===== config.mk =====
export PLATFORM = sky130hd
export DESIGN_NAME = bram_stream_reader
export DESIGN_NICKNAME = d
export VERILOG_FILES = /design/src/rtl/bram_stream_reader_pkg.sv /design/src/rtl/bram_stream_reader_stream_fifo2.sv /design/src/rtl/bram_stream_reader.sv
export SDC_FILE = /design/constraint.sdc
export NUM_CORES = 1
export LEC_CHECK = 0
export CORE_AREA = 2 2 221 223
export CTS_BUF_LIST = sky130_fd_sc_hd__clkbuf_2 sky130_fd_sc_hd__clkbuf_4 sky130_fd_sc_hd__clkbuf_8
export CTS_CLUSTER_SIZE = 16
export DETAILED_ROUTE_END_ITERATION = 8
export DIE_AREA = 0 0 223 225
export PLACE_DENSITY_LB_ADDON = 0.12
export SETUP_SLACK_MARGIN = 0.2
export SLEW_MARGIN = 20
export SYNTH_ARGS = -nofsm -noshare
export SYNTH_HDL_FRONTEND = slang
export SYNTH_SLANG_ARGS = --single-unit

===== constraint.sdc =====
create_clock -name clk -period 4.78 [get_ports clk]
set_clock_uncertainty 0.05 [all_clocks]
set_input_delay 0.956 -clock clk [delete_from_list [all_inputs] [get_ports clk]]
set_output_delay 0.956 -clock clk [all_outputs]
set_load 0.02 [all_outputs]

===== src/rtl/bram_stream_reader_pkg.sv =====
// bram_stream_reader_pkg: state encoding and RAM geometry shared by the reader and the write-side loader.
package bram_stream_reader_pkg;
  localparam int RAM_ADDR_WIDTH = 15;
  localparam int RAM_DATA_WIDTH = 256;
  typedef enum logic [1:0] {S_IDLE, S_RUN, S_DRAIN, S_DONE} state_t;
endpackage


===== src/rtl/bram_stream_reader_stream_fifo2.sv =====
// stream_fifo2: 2-entry register FIFO; head word drives o_data directly.
module stream_fifo2 #(
  parameter int W = 256
) (
  input  logic         clk,
  input  logic         rst_n,
  input  logic         i_push,
  input  logic [W-1:0] i_data,
  input  logic         i_pop,
  output logic [W-1:0] o_data,
  output logic [1:0]   o_count
);
  logic [W-1:0] r_mem [2];
  logic         r_wp, r_rp;
  logic [1:0]   r_count;
  logic         w_push, w_pop;
  assign w_pop   = i_pop && (r_count != 2'd0);
  assign w_push  = i_push && ((r_count != 2'd2) || w_pop);
  assign o_data  = r_mem[r_rp];
  assign o_count = r_count;
  always_ff @(posedge clk or negedge rst_n) begin
    if (!rst_n) begin
      r_mem[0] <= '0;
      r_mem[1] <= '0;
      r_wp     <= 1'b0;
      r_rp     <= 1'b0;
      r_count  <= 2'd0;
    end else begin
      if (w_push) begin
        r_mem[r_wp] <= i_data;
        r_wp        <= ~r_wp;
      end
      if (w_pop) r_rp <= ~r_rp;
      r_count <= r_count + 2'(w_push) - 2'(w_pop);
    end
  end
endmodule


===== src/rtl/bram_stream_reader.sv =====
// bram_stream_reader: walks a RAM address range on the read port and streams the words out on valid/ready.
module bram_stream_reader
  import bram_stream_reader_pkg::*;
#(
  parameter int ADDR_WIDTH = RAM_ADDR_WIDTH,
  parameter int DATA_WIDTH = RAM_DATA_WIDTH,
  parameter int LEN_WIDTH  = 16
) (
  input  logic                  clk,
  input  logic                  rst_n,
  input  logic                  start,
  input  logic [ADDR_WIDTH-1:0] base_addr,
  input  logic [LEN_WIDTH-1:0]  num_words,
  output logic                  busy,
  output logic                  done,
  output logic [ADDR_WIDTH-1:0] ram_addr_b,
  input  logic [DATA_WIDTH-1:0] ram_dout_b,
  output logic                  m_valid,
  input  logic                  m_ready,
  output logic [DATA_WIDTH-1:0] m_data,
  output logic                  m_last
);
  state_t                r_state;
  logic [ADDR_WIDTH-1:0] r_addr;
  logic [LEN_WIDTH-1:0]  r_issue_left, r_beat_left;
  logic                  r_inflight, r_busy, r_done;
  logic [1:0]            w_count;
  logic                  w_pop, w_issue;
  assign m_valid    = w_count != 2'd0;
  assign w_pop      = m_valid && m_ready;
  assign m_last     = m_valid && (r_beat_left == LEN_WIDTH'(1));
  assign ram_addr_b = r_addr;
  assign busy       = r_busy;
  assign done       = r_done;
  // Credit: a word already in flight will land next cycle, so count it against the 2 FIFO slots.
  assign w_issue = (r_state == S_RUN) &&
                   (({1'b0, w_count} + {2'b0, r_inflight} - {2'b0, w_pop}) < 3'd2);
  stream_fifo2 #(.W(DATA_WIDTH)) u_fifo (
    .clk     (clk),
    .rst_n   (rst_n),
    .i_push  (r_inflight),
    .i_data  (ram_dout_b),
    .i_pop   (w_pop),
    .o_data  (m_data),
    .o_count (w_count)
  );
  always_ff @(posedge clk or negedge rst_n) begin
    if (!rst_n) begin
      r_state      <= S_IDLE;
      r_addr       <= '0;
      r_issue_left <= '0;
      r_beat_left  <= '0;
      r_inflight   <= 1'b0;
      r_busy       <= 1'b0;
      r_done       <= 1'b0;
    end else begin
      r_inflight <= w_issue;
      if (w_issue) begin
        r_addr       <= r_addr + ADDR_WIDTH'(1);
        r_issue_left <= r_issue_left - LEN_WIDTH'(1);
      end
      if (w_pop) r_beat_left <= r_beat_left - LEN_WIDTH'(1);
      case (r_state)
        S_IDLE: if (start) begin
          r_addr       <= (num_words == '0) ? r_addr : base_addr;
          r_issue_left <= num_words;
          r_beat_left  <= num_words;
          r_busy       <= 1'b1;
          r_state      <= (num_words == '0) ? S_DONE : S_RUN;
        end
        S_RUN: if (w_issue && r_issue_left == LEN_WIDTH'(1)) r_state <= S_DRAIN;
        S_DRAIN: if (w_pop && m_last) begin
          r_state <= S_DONE;
          r_done  <= 1'b1;
          r_busy  <= 1'b0;
        end
        // Entered from IDLE on an empty command, DONE spends one busy cycle before pulsing done.
        S_DONE: if (r_done) begin
          r_done  <= 1'b0;
          r_state <= S_IDLE;
        end else begin
          r_done <= 1'b1;
          r_busy <= 1'b0;
        end
      endcase
    end
  end
endmodule

==> results of run 1 <==
## per-stage QoR
stage / worst slack (ns) / area (um^2) / total power [mW] / hold slack [ns]
final: 0.716 / 33600 / 26.4 / 0.196
after global routing: 0.599 / 33600 / 27.7 / 0.262
after CTS: 0.590 / 33600 / 26.7 / 0.277
after detailed placement: 0.283 / 31500 / 22.0 / 0.427
after global placement: 0.407 / 31500 / 21.6 / 0.419
after floorplan: 1.25 / 25100 / 16.3 / 0.404
## cells in the mapped netlist (all sizes together) (9+ instances only)
library cell	instances
ha	13
nor3	14
xnor2	23
dfrtp	568
clkbuf	66
mux2	768
nand2	23
inv	14
nor2	45
nor4	13
xor2	11
a21oi	42
o21ai	9
buf	33
## flip-flops by register name, summed over array words and instances, names as in the netlist
| name | flops |
|---|---|
| ram_addr_b | 15 |
| r_state | 2 |
| u_fifo.r_wp | 1 |
| r_beat_left | 16 |
| u_fifo.r_rp | 1 |
| busy | 1 |
| r_issue_left | 16 |
| u_fifo.r_mem | 512 |
| r_inflight | 1 |
| done | 1 |
| u_fifo.o_count | 2 |
## cells in the final DEF (no fill, tap or decap), types with 4 or more instances in the layout
cell type / count
sky130_fd_sc_hd__xnor2_1: 23
sky130_fd_sc_hd__clkdlybuf4s50_1: 564
sky130_fd_sc_hd__a21oi_1: 42
sky130_fd_sc_hd__buf_12: 14
sky130_fd_sc_hd__and3_1: 4
sky130_fd_sc_hd__nor2_1: 45
sky130_fd_sc_hd__or4_1: 5
sky130_fd_sc_hd__nand4_1: 5
sky130_fd_sc_hd__clkinv_2: 9
sky130_fd_sc_hd__o21ai_0: 8
sky130_fd_sc_hd__ha_1: 13
sky130_fd_sc_hd__buf_4: 13
sky130_fd_sc_hd__nand2_1: 21
sky130_fd_sc_hd__o31ai_1: 4
sky130_fd_sc_hd__inv_1: 14
sky130_fd_sc_hd__nor4_1: 13
sky130_fd_sc_hd__xor2_1: 11
sky130_fd_sc_hd__nand3_1: 6
sky130_fd_sc_hd__dfrtp_1: 567
sky130_fd_sc_hd__and2_1: 5
sky130_fd_sc_hd__nor3_1: 14
sky130_fd_sc_hd__clkbuf_4: 35
sky130_fd_sc_hd__clkbuf_8: 127
sky130_fd_sc_hd__diode_2: 20
sky130_fd_sc_hd__mux2_2: 768
sky130_fd_sc_hd__or3_1: 6
## power groups by stage
stage | registers, mW | logic (mW) | clock network (mW)
6_report | 8.48 | 13.4 | 4.58
4_1_cts | 8.47 | 13.5 | 4.69
3_3_place_gp | 8.32 | 13.2 | 0
2_1_floorplan | 8.06 | 8.25 | 0
5_1_grt | 8.76 | 14.1 | 4.90
3_5_place_dp | 8.54 | 13.4 | 0
## cell families after synthesis
| kind of cell | count (synthesis) | synth area share (%) |
|---|---|---|
| mux | 771 | 34.6 |
| flops | 568 | 56.7 |
| simple gates | 142 | 2.89 |
| buf+inv | 113 | 1.87 |
| compound gates | 82 | 2.02 |
| xor+xnor | 34 | 1.19 |
| fa+ha+maj | 14 | 0.729 |
## area by class of cell
class | instances | area, um^2 | share of cell area [%]
diodes | 20 | 50.0 | 0.149
clock inverters | 12 | 67.6 | 0.201
clock buffers | 162 | 2010 | 5.98
well taps | 615 | 769 | 2.29
repair buffers | 592 | 6040 | 18.0
flip-flops and latches | 568 | 14200 | 42.3
multi-input cells | 1043 | 10400 | 31.0
inverters | 14 | 52.6 | 0.156
## per-layer routing
layer | track usage [%] | vias to the layer above | wire length [um] | part of all wire (%)
met5 | 0 | - | 86 | 0.13
met4 | 13.6 | 12 | 2610 | 3.9
met3 | 10.1 | 147 | 5770 | 8.7
met2 | 43.9 | 533 | 33000 | 50
met1 | 29.2 | 8356 | 24900 | 38
li1 | - | 7428 | - | -
## how the worst min path moves through the flow
stage / slack (ns) / end / from / cells past startpoint
final: 0.20 / u_fifo.r_mem[181] / rst_n / 1
after detailed placement: 0.43 / busy / busy / 1
after floorplan: 0.40 / u_fifo.r_wp / u_fifo.r_wp / 1
after CTS: 0.28 / r_state[0] / rst_n / 1
after global placement: 0.42 / busy / busy / 1
after global routing: 0.26 / u_fifo.r_mem[437] / rst_n / 1
==> flow_results.org, run 1 <==
** Outcome
- Outcome :: complete, no violations

** Placement
- Summed over all nets, the half-perimeter wirelength after detailed placement is around 47 mm.
- Buffers placed on the I/O ports in this run total 565.
- The number of placed instances, taps included, is 2832.
- Routability-driven placement finished with a final weighted congestion of 0.866.

** Floorplan
- The total area inside the core boundary comes to 47500 um^2.
- The die is 225 um tall.
- Die width :: 223 um
- After floorplanning, the core was divided into 80 placement rows.
- Starting utilization of the core area :: 52.7%
- 566 I/O pins were placed.
- Die area :: roughly 50000 um^2

** Critical path
- Counting both buffers and inverters, the worst setup path holds a total of 2.
- The setup check on the worst reg-to-reg path leaves a slack of 1.08 ns.
- For this run, the slowest stage of the critical path takes 0.95 ns.
- Crit path depth :: 3
- Worst Path Max Fanout :: 47
- R2r startpoint :: u_fifo.o_count[1]
- Kind of critical path :: reg2out
- STA classifies the critical path startpoint as a register.
- Logic depth of the worst register-to-register path :: 12
- Crit path required time :: 3.77 ns
- Worst R2R End :: ram_addr_b[4]
- Crit path max-delay cell type :: sky130_fd_sc_hd__dfrtp_4
- Among cell families on the critical path, the largest total delay comes from buffers and inverters.
- In this run the worst setup path begins at u_fifo.r_rp.
- Crit-path cells :: buf_4 > mux2_2 > clkdlybuf4s50_1
- The worst setup path is captured at an output port.
- Following the worst setup path forward leads to its endpoint at m_data[200].
- Critical path arrival :: between 3 and 4 ns

** Global route
- Global-route wire length before repair :: 102 mm
- The via count of the first global-routing pass is about 18000.
- Number of antenna violations at the first check in global routing :: 26
- All-Layer GR Usage :: between 20% and 30%
- Largest net degree at the start of global routing :: 136
- Total congestion overflow after global routing :: 0

** Job
- Max-cap violation count :: 0

** Synthesis
- Most instantiated flip-flop cell in the synthesis netlist :: sky130_fd_sc_hd__dfrtp_1
- Portion of synthesized cell area occupied by the leading cell type :: 56.7%
- Yosys mapped a number of flops with a built-in enable equal to 0.
- Dividing the synthesized area by the synthesized cell count gives 14.5 um^2.
- After synthesis, the share of flip-flops with an asynchronous set or reset is between 90% and 100%.
- Sorting the synthesized cells by area gives the leading types as sky130_fd_sc_hd__dfrtp_1 (57%), sky130_fd_sc_hd__mux2_2 (34%), sky130_fd_sc_hd__clkbuf_1 (0.99%), sky130_fd_sc_hd__a21oi_1 (0.84%), sky130_fd_sc_hd__xnor2_1 (0.80%).
- The Yosys step of the flow raised 0 warnings.
- Sequential elements use 56.7% of the synthesized area.
- Counting every instance in the synthesized netlist gives 1724.
- Cell Area, Synth :: 25100 um^2
- Flip-flop and latch count after synthesis :: 568
- The number of nets in the synthesized netlist is 2029.
- Most area-hungry cell type in the Yosys netlist :: sky130_fd_sc_hd__dfrtp_1
- Counting distinct cell types in the post-synthesis netlist gives 50.

** Route
- The pre-antenna-repair detailed-routing pass consisted of 5 iterations.
- Post-route DRC :: 0
- Total routed wirelength :: ~66 mm
- Routed len/inst :: 21.9 um
- Once detail routing completed, the nets flagged for antenna violations numbered 0.
- In this run, the number of DRC markers left after iteration 0 of detailed routing was 786.
- Detail-routed via count per cell :: between 5 and 6
- Via count :: between 15000 and 20000

** Power
- Peak ir drop on the vdd network :: 508 uV
- Of the total power, combinational logic draws 50.6%.
- Cell internal power was estimated by the tool at around 17 mW.
- Summed over all nets, the switching power comes to 9.34 mW.
- Ratio of total power to cell area :: just under 800 nW/um^2
- For this design the static power due to leakage is ~14 nW.
- Switching share of power :: 35.3%
- In this run, the clock network consumes ~17% of the power.
- Sequential cells account for roughly 32% of the total power.

** Clock tree
- The number of setup buffers added after CTS is 0.
- Clock sinks :: 568
- Post-cts sizing count :: 0
- Number of buffers between clock root and the deepest sink :: 3
- Buffers inserted to repair hold after CTS numbered 0.
- The clock tree synthesis step divided the H-tree into 3 levels.
- Root Buffer Master :: sky130_fd_sc_hd__clkbuf_8
- Number of buffers inserted during clock tree synthesis :: 96
- Clk pin slew, worst setup/hold paths :: ~0.06 ns
- CTS tree :: built
- Insertion delay of the later-clocked pin in the worst-skew pair :: 0.67 ns

** Finish
- Area growth syn-to-layout :: 34.1%
- Final design utilization :: 70.7%
- Fill cell total of the finished layout :: 3346
- Final layout net count :: approximately 2600
- Cells with a size suffix above 1 make up between 40% and 50% of the layout.
- Post-layout instance count excluding filler cells :: 3026

** STA
- The final critical path takes up 85.0% of the cycle.
- Setup TNS after final layout :: 0 ns
- Final count of pins violating max slew :: 0
- Time the worst path needs with I/O delays and setup :: 4.06 ns
- RSZ-0062 raised after global routing :: no
- Max transition margin :: between 30% and 40%
- The final count of hold timing violations is 0.
- At the pin with the least slew margin, the transition time is 1.03 ns.
- Timing would allow up to 246 MHz.
- Endpoints failing setup :: 0

** Worst hold path
- The path class of the tightest hold or removal check is in2async.
Power figures use the tool's default switching activity.
==> run 2: changes to the inputs <==
--- a/config.mk
+++ b/config.mk
@@ -5,11 +5,13 @@
 export SDC_FILE = /design/constraint.sdc
 export NUM_CORES = 1
 export LEC_CHECK = 0
-export CORE_AREA = 2 2 221 223
+export CELL_PAD_IN_SITES_DETAIL_PLACEMENT = 0
+export CELL_PAD_IN_SITES_GLOBAL_PLACEMENT = 2
+export CORE_ASPECT_RATIO = 2
+export CORE_UTILIZATION = 39
 export CTS_BUF_LIST = sky130_fd_sc_hd__clkbuf_2 sky130_fd_sc_hd__clkbuf_4 sky130_fd_sc_hd__clkbuf_8
 export CTS_CLUSTER_SIZE = 16
 export DETAILED_ROUTE_END_ITERATION = 8
-export DIE_AREA = 0 0 223 225
 export PLACE_DENSITY_LB_ADDON = 0.12
 export SETUP_SLACK_MARGIN = 0.2
 export SLEW_MARGIN = 20
==> run 2 against run 1 <==
Net effect: core utilization is 18 points lower; fmax is 0.55% lower; via count is 0.26% lower; worst hold slack better by 0.14 ns; clock power is 7.9% lower; register-to-register slack worse by 0.12 ns; sequential power hardly changed; count of clock-buffer cells in the layout is 21 lower; global-route usage is 4.2 points lower; worst setup slack worse by 0.022 ns.
==> flow_results.org, run 2 (synthesized netlist as in run 1, its figures left out) <==
** Outcome
- The run finished with clean final reports.

** Floorplan
- Die H :: 361 um (+60%)
- Die area :: 65400 um^2 (+30%)
- The I/O pin total came to 566 (unchanged).
- The overall die width came to 181 um (-19%).
- The total number of placement rows came to 131 (+64%).
- Starting utilization of the core area :: 39.4% (-13 points)
- The core area came to 63600 um^2 (+34%).

** STA
- The portion of the clock cycle consumed by the worst path in the final layout came to 85.5% (+0.47 points).
- The sum of negative setup slack is 0 ns (unchanged).
- Actual transition at the worst max-transition pin :: 0.939 ns (-0.0896 ns)
- The post-route minimum period came to 4.09 ns (+0.0225 ns).
- Max transition margin :: 37.4% (+6.0 points)
- The fmax was 245 MHz (-0.55%).
- RSZ-0062 raised after global routing :: no
- Endpoints failing setup :: 0 (unchanged)
- Final count of pins violating max slew :: 0 (unchanged)
- Number of failing hold endpoints at the final stage :: 0 (unchanged)

** Route
- Met3 Routed Length :: 7.54 mm (+30%)
- The routed via count was 16433 (-0.26%).
- Detail-routed via count per cell :: 5.16 (-5.3%)
- Routed metal-1 wire length :: 24.6 mm (-1.3%)
- Total routed wirelength :: 71.6 mm (+7.9%)
- Residual antenna-violating net count after detailed routing :: 0 (unchanged)
- Number of violations reported at the end of detailed-routing iteration 0 :: 468 (-40%)
- The number of remaining DRC errors is 0 (unchanged).
- The met2 wire length was 37.2 mm (+13%).
- Routed len/inst :: 22.5 um (+2.5%)
- Number of iterations in the first detailed-routing pass :: 5 (unchanged)
- The highest layer touched by signal routing is met5.

** Placement
- The number of port buffers was 565 (unchanged).
- GP Congestion :: 0.818 (-5.5%)
- HPWL after detailed placement :: 51.7 mm (+10%)

** Finish
- Leading cell types in the layout, fill and taps excluded :: sky130_fd_sc_hd__mux2_2 (768), sky130_fd_sc_hd__dfrtp_1 (567), sky130_fd_sc_hd__clkdlybuf4s50_1 (564)
- Area growth syn-to-layout :: 34.3%
- Largest registers :: u_fifo.r_mem (512), r_beat_left (16), r_issue_left (16)
- The post-layout net count is 2616 (-0.15%).
- Max reg flops :: 512 (unchanged)
- The library cell used most frequently in the layout, excluding fill and tap cells, is sky130_fd_sc_hd__mux2_2.
- The share of cells above drive strength 1 was 40.7% (-0.37 points).
- Largest reg by FF count :: u_fifo.r_mem

** Critical path
- Logic depth of the worst register-to-register path :: 12 (unchanged)
- Critical path arrival :: 3.08 ns (+0.02 ns)
- The highest net fanout along the worst path came to 41 (-13%).
- The data required time at the worst endpoint came to 3.77 ns (about the same).
- STA classifies the critical path endpoint as an output port.
- Kind of critical path :: reg2out
- The worst setup path is launched from a register.

** Global route
- All-Layer GR Usage :: 22.0% (-4.2 points)
- The initial antenna violation count is 22 (-15%).
- The global-route wire length before repair is 110 mm (+8.2%).
- The via count of the first global-routing pass came to 18314 (+2.2%).
- Total congestion overflow after global routing :: 0 (unchanged)
- The pin count of the biggest net entering global routing was 108 (-21%).

** Worst hold path
- The min-delay analysis places its worst path in the category in2async.

** Power
- PnR Total Power :: 26.2 mW (-0.93%)
- The cell area power density was 777 nW/um^2 (-1.1%).
- Leak pwr :: 14.0 nW (-0.53%)
- Peak ir drop on the vdd network :: 521 uV (+2.7%)

** Clock tree
- The post-cts gate resize count came to 0 (unchanged).
- The clock-pin slew reported for the worst setup and hold paths after clock tree synthesis was 0.06 ns (about the same).
- The number of buffers on the longest clock path was 3 (unchanged).
- The number of H-tree levels was 3 (unchanged).
- TritonCTS built the clock tree.
- Setup Fix Bufs, Post-CTS :: 0 (unchanged)
- CTS Hold Bufs :: 0 (unchanged)
- The insertion delay to the later sink of the worst-skew pair is 0.66 ns (about the same).
- The total number of clock tree sinks came to 568 (unchanged).
- Number of buffers inserted during clock tree synthesis :: 85 (-11%)
- Root Buffer Master :: sky130_fd_sc_hd__clkbuf_8

** Job
- Max-cap violation count :: 0 (unchanged)
run 2: path summary, 6_finish.rpt:
kind / start / slack [ns] / end
max: u_fifo.r_rp / 0.69 / m_data[98]
min: rst_n / 0.33 / u_fifo.r_mem[354]
max reg2reg: u_fifo.o_count[1] / 0.96 / ram_addr_b[4]
min reg2reg: busy / 0.44 / busy
max in group asynchronous: rst_n / 3.24 / u_fifo.r_mem[256]
min in group clk: busy / 0.44 / busy
run 2: layer usage:
metal  vias to the layer above  GRT usage (%)
met5                         -              0
li1                       7377              -
met2                       563           39.1
met3                       124           9.98
met4                        18           8.84
met1                      8351           22.1
run 2: through the flow:
| step | setup WS [ns] | instances | hold slack [ns] | instance area (um^2) | utilization, % |
|---|---|---|---|---|---|
| after floorplan | 1.25 | 1724 | 0.404 | 25100 | - |
| after global placement | 0.234 | 3022 | 0.417 | 31800 | 50.0 |
| after detailed placement | 0.125 | 3022 | 0.433 | 31800 | 50.0 |
| after CTS | 0.562 | 3174 | 0.336 | 33600 | 52.9 |
| after global routing | 0.517 | 3185 | 0.378 | 33700 | 52.9 |
| final | 0.693 | 3186 | 0.333 | 33700 | 52.9 |
run 2: power by group:
part	total [mW]	switching, mW	leakage, nW	internal (mW)
Combinational	13.5	6.22	6.30	7.27
Sequential	8.45	1.25	6.67	7.21
Clock	4.22	1.88	0.984	2.34
run 2: area by class of cell:
cell class	instances	area, um^2
diodes	12	30.0
clock buffers	141	1730
clock inverters	11	91.3
fillers	5531	29900
inverters	14	52.6
multi-input cells	1043	10400
flip-flops and latches	568	14200
well taps	798	998
repair buffers	599	6140
run 2: critical path: stages (launching register included):
cell and delay (ns):
sky130_fd_sc_hd__dfrtp_4 0.89, sky130_fd_sc_hd__buf_4 0.48, sky130_fd_sc_hd__mux2_2 0.38, sky130_fd_sc_hd__clkdlybuf4s50_1 0.63
